==> config.mk <==
export PLATFORM = sky130hd
export DESIGN_NAME = leaf_tx_packetizer_flat
export DESIGN_NICKNAME = d
export VERILOG_FILES = /design/src/rtl/bft_pkt_pkg.sv /design/src/rtl/leaf_tx_packetizer_if.sv /design/src/rtl/tx_credit_counter.sv /design/src/rtl/leaf_tx_packetizer.sv /design/src/flat_wrapper.sv
export SDC_FILE = /design/constraint.sdc
export NUM_CORES = 1
export LEC_CHECK = 0
export CAP_MARGIN = 20
export CORE_MARGIN = 1
export CORE_UTILIZATION = 30
export CTS_CLUSTER_SIZE = 24
export DETAILED_ROUTE_END_ITERATION = 6
export GPL_ROUTABILITY_DRIVEN = 0
export GPL_TIMING_DRIVEN = 0
export PLACE_DENSITY = 0.65
export SYNTH_ARGS = -nofsm -noshare
export SYNTH_HDL_FRONTEND = slang
export SYNTH_SLANG_ARGS = --single-unit
export TNS_END_PERCENT = 50
==> constraint.sdc <==
create_clock -name clk -period 6.3 [get_ports clk]
set_input_delay 1.26 -clock clk [delete_from_list [all_inputs] [get_ports clk]]
set_output_delay 1.26 -clock clk [all_outputs]
set_load 0.05 [all_outputs]
==> src/rtl/bft_pkt_pkg.sv <==
// Shared BFT packet layout, default widths and transmit FSM encoding.
// Used by the leaf transmit packetizer and its credit counter.
package bft_pkt_pkg;

  localparam int PACKET_BITS           = 49;
  localparam int PAYLOAD_BITS          = 32;
  localparam int NUM_LEAF_BITS         = 5;
  localparam int NUM_PORT_BITS         = 4;
  localparam int NUM_ADDR_BITS         = 7;
  localparam int NUM_BRAM_ADDR_BITS    = 7;
  localparam int FREESPACE_UPDATE_SIZE = 64;
  localparam int CREDIT_PORT           = 1;

  // Field positions, LSB first: payload | addr | port | leaf | valid
  localparam int PAYLOAD_LSB = 0;
  localparam int ADDR_LSB    = PAYLOAD_LSB + PAYLOAD_BITS;
  localparam int PORT_LSB    = ADDR_LSB + NUM_ADDR_BITS;
  localparam int LEAF_LSB    = PORT_LSB + NUM_PORT_BITS;
  localparam int VALID_BIT   = LEAF_LSB + NUM_LEAF_BITS;

  typedef enum logic [1:0] {
    TX_IDLE   = 2'd0,
    TX_SEND   = 2'd1,
    TX_RESEND = 2'd2
  } tx_state_e;

endpackage

==> src/rtl/leaf_tx_packetizer_if.sv <==
// Bundle of the user stream, BFT and debug signals of the leaf transmit packetizer.
// master = producer/BFT side, slave = packetizer.
interface leaf_tx_packetizer_if;
  import bft_pkt_pkg::*;

  // vld_user2tx is held with din_user stable until a one-cycle ack_tx2user;
  // the BFT side has no backpressure, so each dout_tx2bft packet lasts one cycle.
  logic [NUM_LEAF_BITS-1:0]      dest_leaf;
  logic [NUM_PORT_BITS-1:0]      dest_port;
  logic [PAYLOAD_BITS-1:0]       din_user;
  logic                          vld_user2tx;
  logic                          ack_tx2user;
  logic [PACKET_BITS-1:0]        dout_tx2bft;
  logic [PACKET_BITS-1:0]        din_bft2tx;
  logic                          resend;
  logic [NUM_BRAM_ADDR_BITS:0]   credit_avail;
  tx_state_e                     fsm_state;

  modport master (
    output dest_leaf, dest_port, din_user, vld_user2tx, din_bft2tx, resend,
    input  ack_tx2user, dout_tx2bft, credit_avail, fsm_state
  );

  modport slave (
    input  dest_leaf, dest_port, din_user, vld_user2tx, din_bft2tx, resend,
    output ack_tx2user, dout_tx2bft, credit_avail, fsm_state
  );

endinterface

==> src/rtl/tx_credit_counter.sv <==
// Receiver-buffer credit: starts full, -1 per issued packet, +RETURN_SIZE per
// freespace update, saturating at MAX_CREDIT.
module tx_credit_counter #(
  parameter int CREDIT_BITS = bft_pkt_pkg::NUM_BRAM_ADDR_BITS + 1,
  parameter int MAX_CREDIT  = 2 ** bft_pkt_pkg::NUM_BRAM_ADDR_BITS,
  parameter int RETURN_SIZE = bft_pkt_pkg::FREESPACE_UPDATE_SIZE
) (
  input  logic                   clk,
  input  logic                   reset,
  input  logic                   consume,
  input  logic                   return_pulse,
  output logic [CREDIT_BITS-1:0] credit,
  output logic                   has_credit
);

  logic [CREDIT_BITS-1:0] credit_q;
  logic [CREDIT_BITS:0]   sum;
  logic                   take;

  assign has_credit = (credit_q != '0);
  assign take       = consume && has_credit;
  assign credit     = credit_q;

  // One extra bit of headroom so the add can be saturated after the subtract
  always_comb begin
    sum = {1'b0, credit_q}
        + (return_pulse ? (CREDIT_BITS+1)'(RETURN_SIZE) : '0)
        - {{CREDIT_BITS{1'b0}}, take};
  end

  always_ff @(posedge clk) begin
    if (reset) begin
      credit_q <= CREDIT_BITS'(MAX_CREDIT);
    end else if (sum > (CREDIT_BITS+1)'(MAX_CREDIT)) begin
      credit_q <= CREDIT_BITS'(MAX_CREDIT);
    end else begin
      credit_q <= sum[CREDIT_BITS-1:0];
    end
  end

endmodule

==> src/rtl/leaf_tx_packetizer.sv <==
// Wraps 32-bit user words into addressed BFT packets under receiver credit,
// with single-packet retransmit on request.
module leaf_tx_packetizer #(
  parameter int PACKET_BITS           = bft_pkt_pkg::PACKET_BITS,
  parameter int PAYLOAD_BITS          = bft_pkt_pkg::PAYLOAD_BITS,
  parameter int NUM_LEAF_BITS         = bft_pkt_pkg::NUM_LEAF_BITS,
  parameter int NUM_PORT_BITS         = bft_pkt_pkg::NUM_PORT_BITS,
  parameter int NUM_ADDR_BITS         = bft_pkt_pkg::NUM_ADDR_BITS,
  parameter int NUM_BRAM_ADDR_BITS    = bft_pkt_pkg::NUM_BRAM_ADDR_BITS,
  parameter int FREESPACE_UPDATE_SIZE = bft_pkt_pkg::FREESPACE_UPDATE_SIZE,
  parameter int CREDIT_PORT           = bft_pkt_pkg::CREDIT_PORT
) (
  input logic               clk,
  input logic               reset,
  leaf_tx_packetizer_if.slave bus
);

  localparam int CREDIT_BITS = NUM_BRAM_ADDR_BITS + 1;

  bft_pkt_pkg::tx_state_e     state_q, state_d;
  logic [PACKET_BITS-1:0]     dout_q, dout_d;
  logic [PACKET_BITS-1:0]     last_q, last_d;
  logic [PACKET_BITS-1:0]     new_pkt;
  logic [NUM_ADDR_BITS-1:0]   addr_q, addr_d;
  logic                       ack_q, ack_d;
  logic                       have_last_q, have_last_d;
  logic                       pend_q, pend_d;
  logic                       consume;
  logic                       credit_return;
  logic                       has_credit;
  logic [CREDIT_BITS-1:0]     credit;
  logic                       unused_bft_bits;

  assign credit_return = bus.din_bft2tx[bft_pkt_pkg::VALID_BIT]
    && (bus.din_bft2tx[bft_pkt_pkg::PORT_LSB +: NUM_PORT_BITS] == NUM_PORT_BITS'(CREDIT_PORT));
  assign unused_bft_bits = ^bus.din_bft2tx;

  always_comb begin
    new_pkt = '0;
    new_pkt[bft_pkt_pkg::PAYLOAD_LSB +: PAYLOAD_BITS]  = bus.din_user;
    new_pkt[bft_pkt_pkg::ADDR_LSB    +: NUM_ADDR_BITS] = addr_q;
    new_pkt[bft_pkt_pkg::PORT_LSB    +: NUM_PORT_BITS] = bus.dest_port;
    new_pkt[bft_pkt_pkg::LEAF_LSB    +: NUM_LEAF_BITS] = bus.dest_leaf;
    new_pkt[bft_pkt_pkg::VALID_BIT]                    = 1'b1;
  end

  tx_credit_counter #(
    .CREDIT_BITS (CREDIT_BITS),
    .MAX_CREDIT  (2 ** NUM_BRAM_ADDR_BITS),
    .RETURN_SIZE (FREESPACE_UPDATE_SIZE)
  ) u_credit (
    .clk          (clk),
    .reset        (reset),
    .consume      (consume),
    .return_pulse (credit_return),
    .credit       (credit),
    .has_credit   (has_credit)
  );

  // Decisions are made in IDLE and land in registers, so SEND/RESEND are the
  // cycles in which the packet is on the BFT port.
  always_comb begin
    state_d     = bft_pkt_pkg::TX_IDLE;
    dout_d      = '0;
    ack_d       = 1'b0;
    addr_d      = addr_q;
    last_d      = last_q;
    have_last_d = have_last_q;
    pend_d      = pend_q;
    consume     = 1'b0;
    case (state_q)
      bft_pkt_pkg::TX_IDLE: begin
        pend_d = 1'b0;
        if ((bus.resend || pend_q) && have_last_q) begin
          state_d = bft_pkt_pkg::TX_RESEND;
          dout_d  = last_q;
        end else if (bus.vld_user2tx && has_credit) begin
          state_d     = bft_pkt_pkg::TX_SEND;
          dout_d      = new_pkt;
          ack_d       = 1'b1;
          addr_d      = addr_q + NUM_ADDR_BITS'(1);
          last_d      = new_pkt;
          have_last_d = 1'b1;
          consume     = 1'b1;
        end
      end
      bft_pkt_pkg::TX_SEND, bft_pkt_pkg::TX_RESEND: begin
        // A resend request that arrives while busy is held for the next IDLE
        if (bus.resend) pend_d = 1'b1;
      end
      default: state_d = bft_pkt_pkg::TX_IDLE;
    endcase
  end

  always_ff @(posedge clk) begin
    if (reset) begin
      state_q     <= bft_pkt_pkg::TX_IDLE;
      dout_q      <= '0;
      ack_q       <= 1'b0;
      addr_q      <= '0;
      last_q      <= '0;
      have_last_q <= 1'b0;
      pend_q      <= 1'b0;
    end else begin
      state_q     <= state_d;
      dout_q      <= dout_d;
      ack_q       <= ack_d;
      addr_q      <= addr_d;
      last_q      <= last_d;
      have_last_q <= have_last_d;
      pend_q      <= pend_d;
    end
  end

  assign bus.dout_tx2bft  = dout_q;
  assign bus.ack_tx2user  = ack_q;
  assign bus.credit_avail = credit;
  assign bus.fsm_state    = state_q;

endmodule

==> src/flat_wrapper.sv <==
// flat-port wrapper written by rule: the top's interface ports become plain ports
module leaf_tx_packetizer_flat 
#(
  parameter int PACKET_BITS           = bft_pkt_pkg::PACKET_BITS,
  parameter int PAYLOAD_BITS          = bft_pkt_pkg::PAYLOAD_BITS,
  parameter int NUM_LEAF_BITS         = bft_pkt_pkg::NUM_LEAF_BITS,
  parameter int NUM_PORT_BITS         = bft_pkt_pkg::NUM_PORT_BITS,
  parameter int NUM_ADDR_BITS         = bft_pkt_pkg::NUM_ADDR_BITS,
  parameter int NUM_BRAM_ADDR_BITS    = bft_pkt_pkg::NUM_BRAM_ADDR_BITS,
  parameter int FREESPACE_UPDATE_SIZE = bft_pkt_pkg::FREESPACE_UPDATE_SIZE,
  parameter int CREDIT_PORT           = bft_pkt_pkg::CREDIT_PORT
)
  (clk, reset, bus_dest_leaf, bus_dest_port, bus_din_user, bus_vld_user2tx, bus_din_bft2tx, bus_resend, bus_ack_tx2user, bus_dout_tx2bft, bus_credit_avail, bus_fsm_state);
  leaf_tx_packetizer_if bus_i ();
  input logic clk;
  input logic reset;
  input wire logic [$bits(bus_i.dest_leaf)-1:0] bus_dest_leaf;
  input wire logic [$bits(bus_i.dest_port)-1:0] bus_dest_port;
  input wire logic [$bits(bus_i.din_user)-1:0] bus_din_user;
  input wire logic [$bits(bus_i.vld_user2tx)-1:0] bus_vld_user2tx;
  input wire logic [$bits(bus_i.din_bft2tx)-1:0] bus_din_bft2tx;
  input wire logic [$bits(bus_i.resend)-1:0] bus_resend;
  output wire logic [$bits(bus_i.ack_tx2user)-1:0] bus_ack_tx2user;
  output wire logic [$bits(bus_i.dout_tx2bft)-1:0] bus_dout_tx2bft;
  output wire logic [$bits(bus_i.credit_avail)-1:0] bus_credit_avail;
  output wire logic [$bits(bus_i.fsm_state)-1:0] bus_fsm_state;
  assign bus_i.dest_leaf = bus_dest_leaf;
  assign bus_i.dest_port = bus_dest_port;
  assign bus_i.din_user = bus_din_user;
  assign bus_i.vld_user2tx = bus_vld_user2tx;
  assign bus_i.din_bft2tx = bus_din_bft2tx;
  assign bus_i.resend = bus_resend;
  assign bus_ack_tx2user = bus_i.ack_tx2user;
  assign bus_dout_tx2bft = bus_i.dout_tx2bft;
  assign bus_credit_avail = bus_i.credit_avail;
  assign bus_fsm_state = bus_i.fsm_state;
  leaf_tx_packetizer #(.PACKET_BITS(PACKET_BITS), .PAYLOAD_BITS(PAYLOAD_BITS), .NUM_LEAF_BITS(NUM_LEAF_BITS), .NUM_PORT_BITS(NUM_PORT_BITS), .NUM_ADDR_BITS(NUM_ADDR_BITS), .NUM_BRAM_ADDR_BITS(NUM_BRAM_ADDR_BITS), .FREESPACE_UPDATE_SIZE(FREESPACE_UPDATE_SIZE), .CREDIT_PORT(CREDIT_PORT)) u_core (.clk(clk), .reset(reset), .bus(bus_i));
endmodule
======== Word level (Yosys, flattened, before mapping) ========
Index checks and enable logic that the tools add are counted.
storage, ports and cells
  memories kept ........................... 0
  bits in latches ......................... 0
  logic and storage cells ................. 43
  register bits after elaboration ......... 118
  bits in writable memories ............... 0
  bits in read-only memories .............. 0
  input bits .............................. 94
operators by class
  shifts and indexed selects .............. 0
  muxes and demuxes ....................... 10
  reduce and logical (&&, ||, !) cells .... 14
  $add $sub $neg .......................... 3
  bitwise gates (word level) .............. 2
  divide/modulo/power cells ............... 0
  magnitude comparators ................... 1
  eq/ne operators ......................... 4
  multipliers ............................. 0
operators with widths
  cell                                                                   number
  49-bit two-way mux                                                     2
  8-bit by 7-bit adder with 9-bit output                                 1
  9-bit by 8-bit > comparator with 1-bit output (second input constant)  1
  9-bit by 1-bit subtractor with 9-bit output                            1
  8-bit nonzero test                                                     1
  7-bit by 1-bit adder with 7-bit output (second input constant)         1
  7-bit two-way mux                                                      1
  2-bit OR reduction                                                     3
  1-bit two-way mux                                                      5
  4-bit by 1-bit == test with 1-bit output (second input constant)       1
  1-bit logical AND                                                      4
  3-bit AND reduction                                                    1
  3-bit OR reduction                                                     1
  2-bit by 1-bit == test with 1-bit output (second input constant)       1
  2-bit == test (second input constant)                                  1
  2-bit zero test                                                        1
  2-bit two-way mux                                                      1
  2-bit inequality test (second input constant)                          1
  1-bit inverter                                                         2
  1-bit one-hot mux with 2 select lines                                  1
  2-bit AND reduction                                                    1
  2-bit nonzero test                                                     1
  1-bit logical OR                                                       1

======== Depth between registers and ports, before layout ========
Gate-level depths: netlist of the first run.
  word-level depth ........................ 9
  mapped depth ............................ 16

======== Modules after synthesis ========
From an unflattened synthesis of the first run, not the netlist that was laid out.
second synthesis, totals
  cells, all modules ...................... 476
  area total of the unflattened synthesis .. 4520.6 um^2
by module, submodules not included
  module              instances  cells each  area each (um^2)  sequential area each (um^2)
  leaf_tx_packetizer  1          391         3803.6            2182.1
  tx_credit_counter   1          85          716.9             160.2

======== Least setup slack after synthesis of the first run ========
OpenSTA, ideal clock, no wires.
  kind .................................... input-to-reg
  start point ............................. input bus_resend
  end point ............................... register u_core.u_credit.credit_q[1] (netlist: u_core.u_credit.credit[1])
  path slack .............................. 2.438 ns
  library setup time ...................... 0.131 ns
  data required time ...................... 6.169 ns
  buffers on the path ..................... 2
  cell stages on the path ................. 14
  data arrival time ....................... 3.730 ns
  cell sequence ........................... o21ai_0 o2111ai_2 inv_2 buf_2 buf_4 ha_1 inv_1 ha_1 fa_1 nand2b_1 a2111oi_0 o31a_1 a311oi_2 nor3b_1
on the way
  word-level cells in the longest chain between the ends .. 8
ends and longest elaborated chain
  element                                          line                      source
  from (decl)                                      flat_wrapper.sv:22        input wire logic [$bits(bus_i.resend)-1:0] bus_resend;
  1-bit logical OR (*)                             leaf_tx_packetizer.sv:74  if ((bus.resend || pend_q) && have_last_q) begin
  1-bit logical AND (*)                            leaf_tx_packetizer.sv:74
  1-bit two-way mux (*)                            leaf_tx_packetizer.sv:74
  1-bit two-way mux (*)                            leaf_tx_packetizer.sv:71  case (state_q)
  1-bit logical AND (*)                            tx_credit_counter.sv:21   assign take = consume && has_credit;
  9-bit by 1-bit subtractor with 9-bit output (*)  tx_credit_counter.sv:28   - {{CREDIT_BITS{1'b0}}, take};
  9-bit by 8-bit > comparator with 1-bit output    tx_credit_counter.sv:34   end else if (sum > (CREDIT_BITS+1)'(MAX_CREDIT)) begin
  2-bit OR reduction (no source line)              n/a
  to (signal assigned)                             tx_credit_counter.sv:33   credit_q <= CREDIT_BITS'(MAX_CREDIT);
  to (signal assigned)                             tx_credit_counter.sv:35   credit_q <= CREDIT_BITS'(MAX_CREDIT);
  to (signal assigned)                             tx_credit_counter.sv:37   credit_q <= sum[CREDIT_BITS-1:0];
  to (decl)                                        tx_credit_counter.sv:16   logic [CREDIT_BITS-1:0] credit_q;
Every way passes the cells marked *; elsewhere a longest branch is shown, timed or not.
A chain may end at the register's enable or synchronous reset.

======== Worst setup path in the final report of the first run ========
  start point ............................. input bus_resend
  end point ............................... register u_core.u_credit.credit_q[2] (netlist: u_core.u_credit.credit[2])
The elaborated chain is that of the path after synthesis.

==> results of run 1 <==
## worst min-delay path, cell delays in order (launching register included)
cell	delay [ns]
dfxtp_1	0.30
nand2_1	0.05
a21oi_1	0.05
## synthesized netlist by cell type (all sizes together), types with 3 or more instances
master and n:
a21oi 55, a22o 48, buf 17, clkbuf 11, dfxtp 117, ha 13
inv 16, nand2 104, nand2b 6, nor2 17, nor3 4, o21ai 3
xor2 7
## layer usage
metal	track usage, %	wire length [um]
met5	0	0
met4	6.10	157
met3	5.80	667
met2	23.4	4550
met1	17.5	4720
## final timing paths
path,startpoint,endpoint,slack [ns],cells past startpoint
worst max-delay path,bus_resend,u_core.u_credit.credit[2],1.85,15
worst min-delay path,u_core.last_q[8],u_core.last_q[8],0.45,2
worst max register to register,u_core.u_credit.credit[4],u_core.u_credit.credit[2],2.15,16
worst min register to register,u_core.last_q[8],u_core.last_q[8],0.45,2
## layout make-up
type	count	area, um^2
buffer	28	128
clock buffer	25	505
clock inverter	4	22.5
fill	1298	7760
inverter	16	60.1
multi-input combinational	288	1710
sequential	117	2340
tap	180	225
timing repair buffer	108	1080
## power by group through the flow
stage | Combinational, mW | Clock [mW] | Sequential, mW
2_1_floorplan | 0.430 | 0 | 1.07
6_report | 0.846 | 0.852 | 0.892
5_1_grt | 0.922 | 0.912 | 0.902
3_3_place_gp | 0.827 | 0 | 0.903
4_1_cts | 0.851 | 0.878 | 0.893
3_5_place_dp | 0.847 | 0 | 0.907
## state kept, by name (all words and copies together) (netlist names)
| register | cells |
|---|---|
| u_core.addr_q | 7 |
| u_core.bus.ack_tx2user | 1 |
| u_core.bus.dout_tx2bft | 49 |
| u_core.bus.fsm_state | 2 |
| u_core.have_last_q | 1 |
| u_core.last_q | 48 |
| u_core.pend_q | 1 |
| u_core.u_credit.credit | 8 |
## through the flow
stage	hold WS (ns)	instance area, um^2	std cells
global placement	0.442	5540	737
global route	0.469	6070	766
CTS	0.454	6070	766
floorplan	0.434	4240	449
detailed placement	0.446	5540	737
finish	0.452	6070	766
## cell families after synthesis
| logic type | Yosys count | synth area share, % |
|---|---|---|
| AO/OA/AOI/OAI | 116 | 19.0 |
| XOR/XNOR | 9 | 1.86 |
| adder cells (fa/ha/maj) | 14 | 4.31 |
| buffers and inverters | 44 | 4.43 |
| flip-flops | 117 | 55.3 |
| multiplexers | 1 | 0.266 |
| AND/OR/NAND/NOR | 148 | 14.8 |
==> metrics, run 1 <==
Gate Count Post-Synth 449; worst-case clock buffer depth 2; Clk pwr share 32.9%; Antenna diodes 0; DRC Markers 0; initial antenna violation count 0; Leakage Power 2.35 nW; crit path max fanout 10; post-CTS setup buffer count 0; Worst EP required 6.58 ns; hpwl dp 7.25 mm; drt pass-1 iters 4; CTS Sinks 117; net load switching power 0.885 mW; #FFs+latches synth 117; Clock Pin Slew Worst Setup and Hold Paths 0.05 ns; VDD IR max 245 uV; Final setup viols 0; Hold Path Class flop to flop; clock root cell clkbuf_16; post-route minimum period 4.45 ns; kind of critical path input pin to flop; Ports 154; most frequent cells in the layout dfxtp_1 (117), clkdlybuf4s50_1 (108), nand2_1 (104); dpl ws 1.38 ns; worst-margin pin slew 0.700 ns; final net count 684; WL/cell 13.2 um; Via density 4.59; Max Cap Viol 0; Antenna Nets Post-Route 0; number of buffers created by CTS 17; number of global-route vias before repair 3387; Setup crit end kind flop; final total power 2.59 mW; setup tns final 0 ns; CP dominant cell by count ha_1; post-CTS resize count 0; Detailed Route Iter0 Violations 144; H-tree depth 4; Syn-to-layout area delta 43.3%; ys async rst share 0%; Core ar. 0.0138 mm^2; via count 3514; final worst-path cycle share 70.7%; CP max stage delay 0.42 ns; critical-path cell list clkdlybuf4s50_1 -> o21ai_0 -> o2111ai_2 -> inv_2 -> buf_2 -> buf_4 -> ha_1 -> inv_1 -> ha_1 -> fa_1 -> nand2b_1 -> a2111oi_0 -> o31a_1 -> a311oi_2 -> nor3b_1; Initial Utilization 30.6%; die height 121 um; RSZ-0062 raised after global routing false; Flop pwr share 34.5%; PortBufs 108; Routed Wire Length 10.1 mm; P_int 1.71 mW; EDFF count, synth 0; YS warnings 0; row cnt 43; Finished Core Util 43.9%; CP delay by family, top compound AO/OA/AOI/OAI gates; grt ovf 0; CP Launch Type input pin; die area 0.0146 mm^2; share of the synthesized area in the top cell type 55.3%; Overall Global Routing Usage 14.7%; setup ws final 1.85 ns; Switching Fraction 34.2%; Pwr Density 427 mW/mm^2; Synth cell types 41; most common cell after layout, fill and taps aside dfxtp_1; Net Count, Synth 557; Mean Syn Cell Area 9.44 um^2; Die Span X 121 um; fin. max-slew vios 0; worst path bufs/invs 5; leading post-synthesis cells by cell area dfxtp_1 (55%), a22o_1 (9.9%), nand2_1 (9.2%), a21oi_1 (6.5%), ha_1 (3.8%); pin count of the biggest net entering global routing 17; first-pass GRT wire length 16.4 mm; CP max stage cell clkdlybuf4s50_1; CTS tree yes; worst path arrival time 4.74 ns; Yosys top cell by area dfxtp_1; Seq/Total Area, Yosys 55.3%; ys flop type dfxtp_1; Final Hold Fails 0; Clock Latency Late Sink 0.41 ns; Fmax 224 MHz; clock skew 0.0119 ns; max_slew headroom 53.0%; fraction of layout cells with a size suffix above 1 8.19%; CTS Hold Bufs 0; combinational share of power 32.6%; status finished clean; synthesized area 0.00424 mm^2
(Power assumes the default switching activity.)
==> run 2: changes to the inputs <==
Settings changed: PLACE_DENSITY 0.65 to 0.67.
Clock period 6.3 ns to 4.02 ns, I/O delays scaled along.
==> metrics, run 2 (same netlist as run 1, synthesis figures left out) <==
Flop pwr share 33.2% (-1.3 points); grt ovf 0 (unchanged); critical-path cell list clkdlybuf4s50_1 -> o21ai_2 -> o2111ai_4 -> inv_2 -> buf_4 -> ha_1 -> inv_1 -> ha_1 -> fa_1 -> nand2b_1 -> a2111oi_4 -> o31a_1 -> a311oi_2 -> nor3b_1; max_slew headroom 36.4% (-17 points); H-tree depth 4 (unchanged); initial antenna violation count 0 (unchanged); Core ar. 0.0138 mm^2 (unchanged); Clk pwr share 34.3% (+1.4 points); CP max stage cell clkdlybuf4s50_1; via count 3562 (+1.4%); Clock Pin Slew Worst Setup and Hold Paths 0.06 ns (about the same); Max Cap Viol 0 (unchanged); die height 121 um (unchanged); CP dominant cell by count ha_1; CP max stage delay 0.44 ns (+0.02 ns); Switching Fraction 34.2% (about the same); Leakage Power 2.37 nW (+0.70%); CTS Sinks 117 (unchanged); crit path max fanout 12 (+2); worst-case clock buffer depth 2 (unchanged); Via density 4.64 (+1.2%); setup ws final 0.235 ns (-1.61 ns); Overall Global Routing Usage 14.7% (+0.054 points); Worst R2R Path Depth 15 (-1); WL/cell 13.7 um (+4.0%); post-route minimum period 3.78 ns; net load switching power 1.44 mW (+63%); DRC Markers 0 (unchanged); Detailed Route Iter0 Violations 195 (+35%); r2r setup slk 0.33 ns (-1.82 ns); status finished clean; capture point of the worst path u_core.u_credit.credit[2]; WHS 0.453 ns (+0.00110 ns); hpwl dp 7.33 mm (+1.1%); most frequent cells in the layout dfxtp_1 (117), clkdlybuf4s50_1 (108), nand2_1 (104); Worst EP required 4.31 ns (-2.27 ns); clock root cell clkbuf_16; Syn-to-layout area delta 45.1%; FF-to-FF End u_core.u_credit.credit[2]; kind of critical path input pin to flop; P_int 2.77 mW (+63%); VDD IR max 409 uV (+67%); CP Launch Type input pin; number of buffers created by CTS 17 (unchanged); die area 0.0146 mm^2 (unchanged); final worst-path cycle share 94.1%; worst path arrival time 4.07 ns (-0.67 ns); Reg-to-Reg Start u_core.u_credit.credit[4]; RSZ-0062 raised after global routing false; first-pass GRT wire length 16.2 mm (-1.5%); CTS tree yes; worst-margin pin slew 0.947 ns (+0.247 ns); combinational share of power 32.5% (about the same); Final Hold Fails 0 (unchanged); dpl ws -0.444 ns (-1.82 ns); clock skew 0.0121 ns (+0.000177 ns); Routed Wire Length 10.5 mm (+4.1%); Fmax 264 MHz; Antenna diodes 0 (unchanged); row cnt 43 (unchanged); Die Span X 121 um (unchanged); Pwr Density 686 mW/mm^2 (+61%); Hold Path Class flop to flop; fin. max-slew vios 0 (unchanged); most common cell after layout, fill and taps aside dfxtp_1; fraction of layout cells with a size suffix above 1 8.86% (+0.67 points); Initial Utilization 30.6% (unchanged); CP startpoint bus_resend; pin count of the biggest net entering global routing 17 (unchanged); drt pass-1 iters 4 (unchanged); number of global-route vias before repair 3341 (-1.4%); Final setup viols 0 (unchanged); Largest register FFs 49 (unchanged); Setup crit end kind flop; PortBufs 108 (unchanged); Clock Latency Late Sink 0.42 ns (about the same); Ports 154 (unchanged); final net count 683 (-0.15%); Antenna Nets Post-Route 0 (unchanged)
[run 2: worst min-delay path by stage]
| stage | to | startpoint | slack (ns) | depth (start not counted) |
|---|---|---|---|---|
| final | u_core.last_q[35] | u_core.last_q[35] | 0.45 | 2 |
| after global routing | u_core.last_q[39] | u_core.last_q[39] | 0.47 | 2 |
| after global placement | u_core.last_q[32] | u_core.last_q[32] | 0.44 | 2 |
| after CTS | u_core.last_q[37] | u_core.last_q[37] | 0.45 | 2 |
| after detailed placement | u_core.last_q[37] | u_core.last_q[37] | 0.45 | 2 |
| after floorplan | u_core.have_last_q | u_core.have_last_q | 0.43 | 2 |
[run 2: layout make-up]
type	count	area [um^2]
Inverter	16	60.1
Clock inverter	9	104
Buffer	27	123
Timing Repair Buffer	108	1080
Sequential cell	117	2340
Tap cell	180	225
Fill cell	1284	7680
Clock buffer	22	464
Multi-Input combinational cell	288	1750
[run 2: per-stage QoR]
stage | setup TNS, ns | power, mW | std cells | instance area, um^2 | util, %
2_1_floorplan | 0 | 2.34 | 449 | 4240 | -
3_3_place_gp | -2.52 | 2.70 | 737 | 5540 | 40.1
3_5_place_dp | -3.26 | 2.74 | 737 | 5540 | 40.1
4_1_cts | 0 | 4.23 | 768 | 6130 | 44.3
5_1_grt | 0 | 4.44 | 767 | 6150 | 44.4
6_report | 0 | 4.22 | 767 | 6150 | 44.4
[run 2: worst max-delay path, delay by kind of cell]
kind	cells	cell delay, ns
adder cells (fa/ha/maj)	3	0.79
buffers and inverters	4	0.98
AO/OA/AOI/OAI	5	1.19
AND/OR/NAND/NOR	2	0.27
[run 2: power groups by stage]
stage          clock network [mW]  logic [mW]  registers [mW]
6_report                     1.45        1.37            1.40
5_1_grt                      1.53        1.49            1.41
4_1_cts                      1.48        1.35            1.40
3_5_place_dp                    0        1.32            1.42
3_3_place_gp                    0        1.29            1.42
2_1_floorplan                   0       0.673            1.67
[run 2: metal layers]
layer	up-vias	GRT usage [%]	wire, um
li1	1791	-	-
met1	1652	17.1	4830
met2	103	23.9	4870
met3	16	5.47	603
met4	0	7.02	201
met5	-	0	0
[run 2: what timing repair did]
item | in CTS | in global routing
buffers inserted | 0 | 0
hold buffers | 0 | 0
setup endpoints to repair | 8 | 8
pin swaps | 0 | 1
gates resized for setup | 3 | 4
==> run 3: changes to the inputs <==
--- a/config.mk
+++ b/config.mk
@@ -7,4 +7,5 @@
 export LEC_CHECK = 0
 export CAP_MARGIN = 20
+export CORE_ASPECT_RATIO = 0.9
 export CORE_MARGIN = 1
 export CORE_UTILIZATION = 30
@@ -14,4 +15,5 @@
 export GPL_TIMING_DRIVEN = 0
 export PLACE_DENSITY = 0.67
+export SLEW_MARGIN = 0
 export SYNTH_ARGS = -nofsm -noshare
 export SYNTH_HDL_FRONTEND = slang
==> constraint.sdc (replaced) <==
create_clock -name clk -period 4.02 [get_ports clk]
set_input_delay 0.402 -clock clk [delete_from_list [all_inputs] [get_ports clk]]
set_output_delay 0.402 -clock clk [all_outputs]
set_load 0.05 [all_outputs]
==> metrics, run 3 (same netlist as run 1, synthesis figures left out) <==
number of global-route vias before repair 3510 (+5.1%); CTS Sinks 117 (unchanged); CTS tree yes; P_int 2.75 mW (-0.81%); Core ar. 0.0136 mm^2 (-1.9%); metal2 WL 5.16 mm (+5.9%); worst-case clock buffer depth 2 (unchanged); Antenna Nets Post-Route 0 (unchanged); Clock Pin Slew Worst Setup and Hold Paths 0.06 ns (about the same); via count 3621 (+1.7%); initial antenna violation count 0 (unchanged); worst-margin pin slew 0.826 ns (-0.121 ns); Leakage Power 2.37 nW (+0.29%); net load switching power 1.43 mW (-0.51%); Initial Utilization 31.2% (+0.60 points); CP Launch Type flop; Ports 154 (unchanged); final worst-path cycle share 93.8% (-0.35 points); Max Cap Viol 0 (unchanged); Worst EP required 4.30 ns (about the same); setup ws final 0.249 ns (+0.0141 ns); PortBufs 108 (unchanged); final net count 686 (+0.44%); DR top layer met5; Die Span X 127 um (+5.3%); H-tree depth 4 (unchanged); Antenna diodes 0 (unchanged); kind of critical path flop to flop; status finished clean; final total power 4.19 mW (-0.71%); WL met3 689 um (+14%); die height 115 um (-5.0%); Final Instance Count excl. Fillers 779 (+1.6%); Setup crit end kind flop; Final Hold Fails 0 (unchanged); Hold Path Class flop to flop; DRC Markers 0 (unchanged); max_slew headroom 44.5% (+8.1 points); crit path max fanout 10 (-2); Flop pwr share 33.5% (+0.3 points); Largest register FFs 49 (unchanged); combinational share of power 33.1% (+0.6 points); VDD IR max 316 uV (-23%); Met1 Wirelength 4.90 mm (+1.3%); Overall Global Routing Usage 15.6% (+0.86 points); hpwl dp 7.65 mm (+4.4%); worst path arrival time 4.05 ns (-0.02 ns); grt ovf 0 (unchanged); dpl ws -0.182 ns (+0.262 ns); WL/cell 14.0 um (+2.3%); RSZ-0062 raised after global routing false; Detailed Route Iter0 Violations 233 (+19%); Via density 4.65 (about the same); Final setup viols 0 (unchanged); Syn-to-layout area delta 45.1% (about the same); drt pass-1 iters 4 (unchanged); row cnt 40 (-7.0%); clock root cell clkbuf_16; fraction of layout cells with a size suffix above 1 8.47% (-0.38 points); most frequent cells in the layout dfxtp_1 (117), clkdlybuf4s50_1 (108), nand2_1 (104); Clk pwr share 33.4% (-0.9 points); fin. max-slew vios 0 (unchanged); pin count of the biggest net entering global routing 17 (unchanged); Routed Wire Length 10.9 mm (+3.9%); number of buffers created by CTS 17 (unchanged); clock skew 0.0113 ns (-0.000845 ns); Switching Fraction 34.2% (+0.066 points); first-pass GRT wire length 17.2 mm (+6.2%); Cells after DPL 746 (+1.2%); die area 0.0146 mm^2 (about the same); placed cell area 0.00555 mm^2 (+0.20%); post-route minimum period 3.77 ns (-0.0141 ns); Pwr Density 681 mW/mm^2 (-0.73%); Design Area, Final 0.00615 mm^2 (about the same); Clock Latency Late Sink 0.42 ns (about the same); Fmax 265 MHz (+0.38%); WHS 0.453 ns (+0.0000810 ns); most common cell after layout, fill and taps aside dfxtp_1
## run 3: cell types whose count changed in the layout (fill, tap and decap cells not counted), sizes merged
cell | before | now
buf | 16 | 19
bufinv | 2 | 1
clkbuf | 33 | 38
clkinv | 5 | 3
clkinvlp | 2 | 0
## run 3: metal layers
layer / up-vias / track usage (%)
met5: - / 0
met4: 2 / 5.95
met3: 19 / 6.24
met2: 113 / 26.0
met1: 1689 / 18.0
li1: 1798 / -
## run 3: worst max-delay path: stages, from the launching register on
cell	delay [ns]
dfxtp_1	0.32
inv_1	0.09
ha_1	0.14
or4b_1	0.51
o2111ai_4	0.31
inv_2	0.07
buf_2	0.20
buf_4	0.20
ha_1	0.18
inv_1	0.05
ha_1	0.19
fa_1	0.23
nand2b_1	0.12
a2111oi_4	0.39
nor4_1	0.13
a311oi_2	0.39
nor3b_1	0.11
## run 3: power groups by stage
stage          clock network, mW  logic (mW)  registers [mW]
5_1_grt                     1.49        1.50            1.42
4_1_cts                     1.42        1.36            1.40
3_3_place_gp                   0        1.29            1.42
6_report                    1.40        1.39            1.40
3_5_place_dp                   0        1.33            1.42
2_1_floorplan                  0       0.673            1.67
## run 3: timing repair
item                                    CTS  global route
resized for setup                         3             1
hold buffers                              0             0
pin swaps                                 0             1
setup buffers                             0             2
endpoints found under the setup margin    8             5
## run 3: worst paths after layout
| check | cells past startpoint | from | endpoint | slack (ns) |
|---|---|---|---|---|
| max | 16 | u_core.u_credit.credit[4] | u_core.u_credit.credit[1] | 0.25 |
| max reg2reg | 16 | u_core.u_credit.credit[4] | u_core.u_credit.credit[1] | 0.25 |
| min reg2reg | 2 | u_core.last_q[0] | u_core.last_q[0] | 0.45 |
| min | 2 | u_core.last_q[0] | u_core.last_q[0] | 0.45 |
## run 3: layout make-up
class | count | area (um^2)
clock buffer | 27 | 503
clock inverter | 4 | 45.0
timing repair buffer | 110 | 1100
inverter | 16 | 60.1
buffer | 28 | 128
fill | 1284 | 7420
tap | 189 | 236
multi-input combinational | 288 | 1740
sequential | 117 | 2340
## run 3: metrics by stage
step | utilization [%] | TNS [ns]
finish | 45.3 | 0
detailed placement | 41.0 | -0.881
global placement | 41.0 | -0.450
CTS | 45.1 | 0
global route | 45.3 | 0
floorplan | - | 0
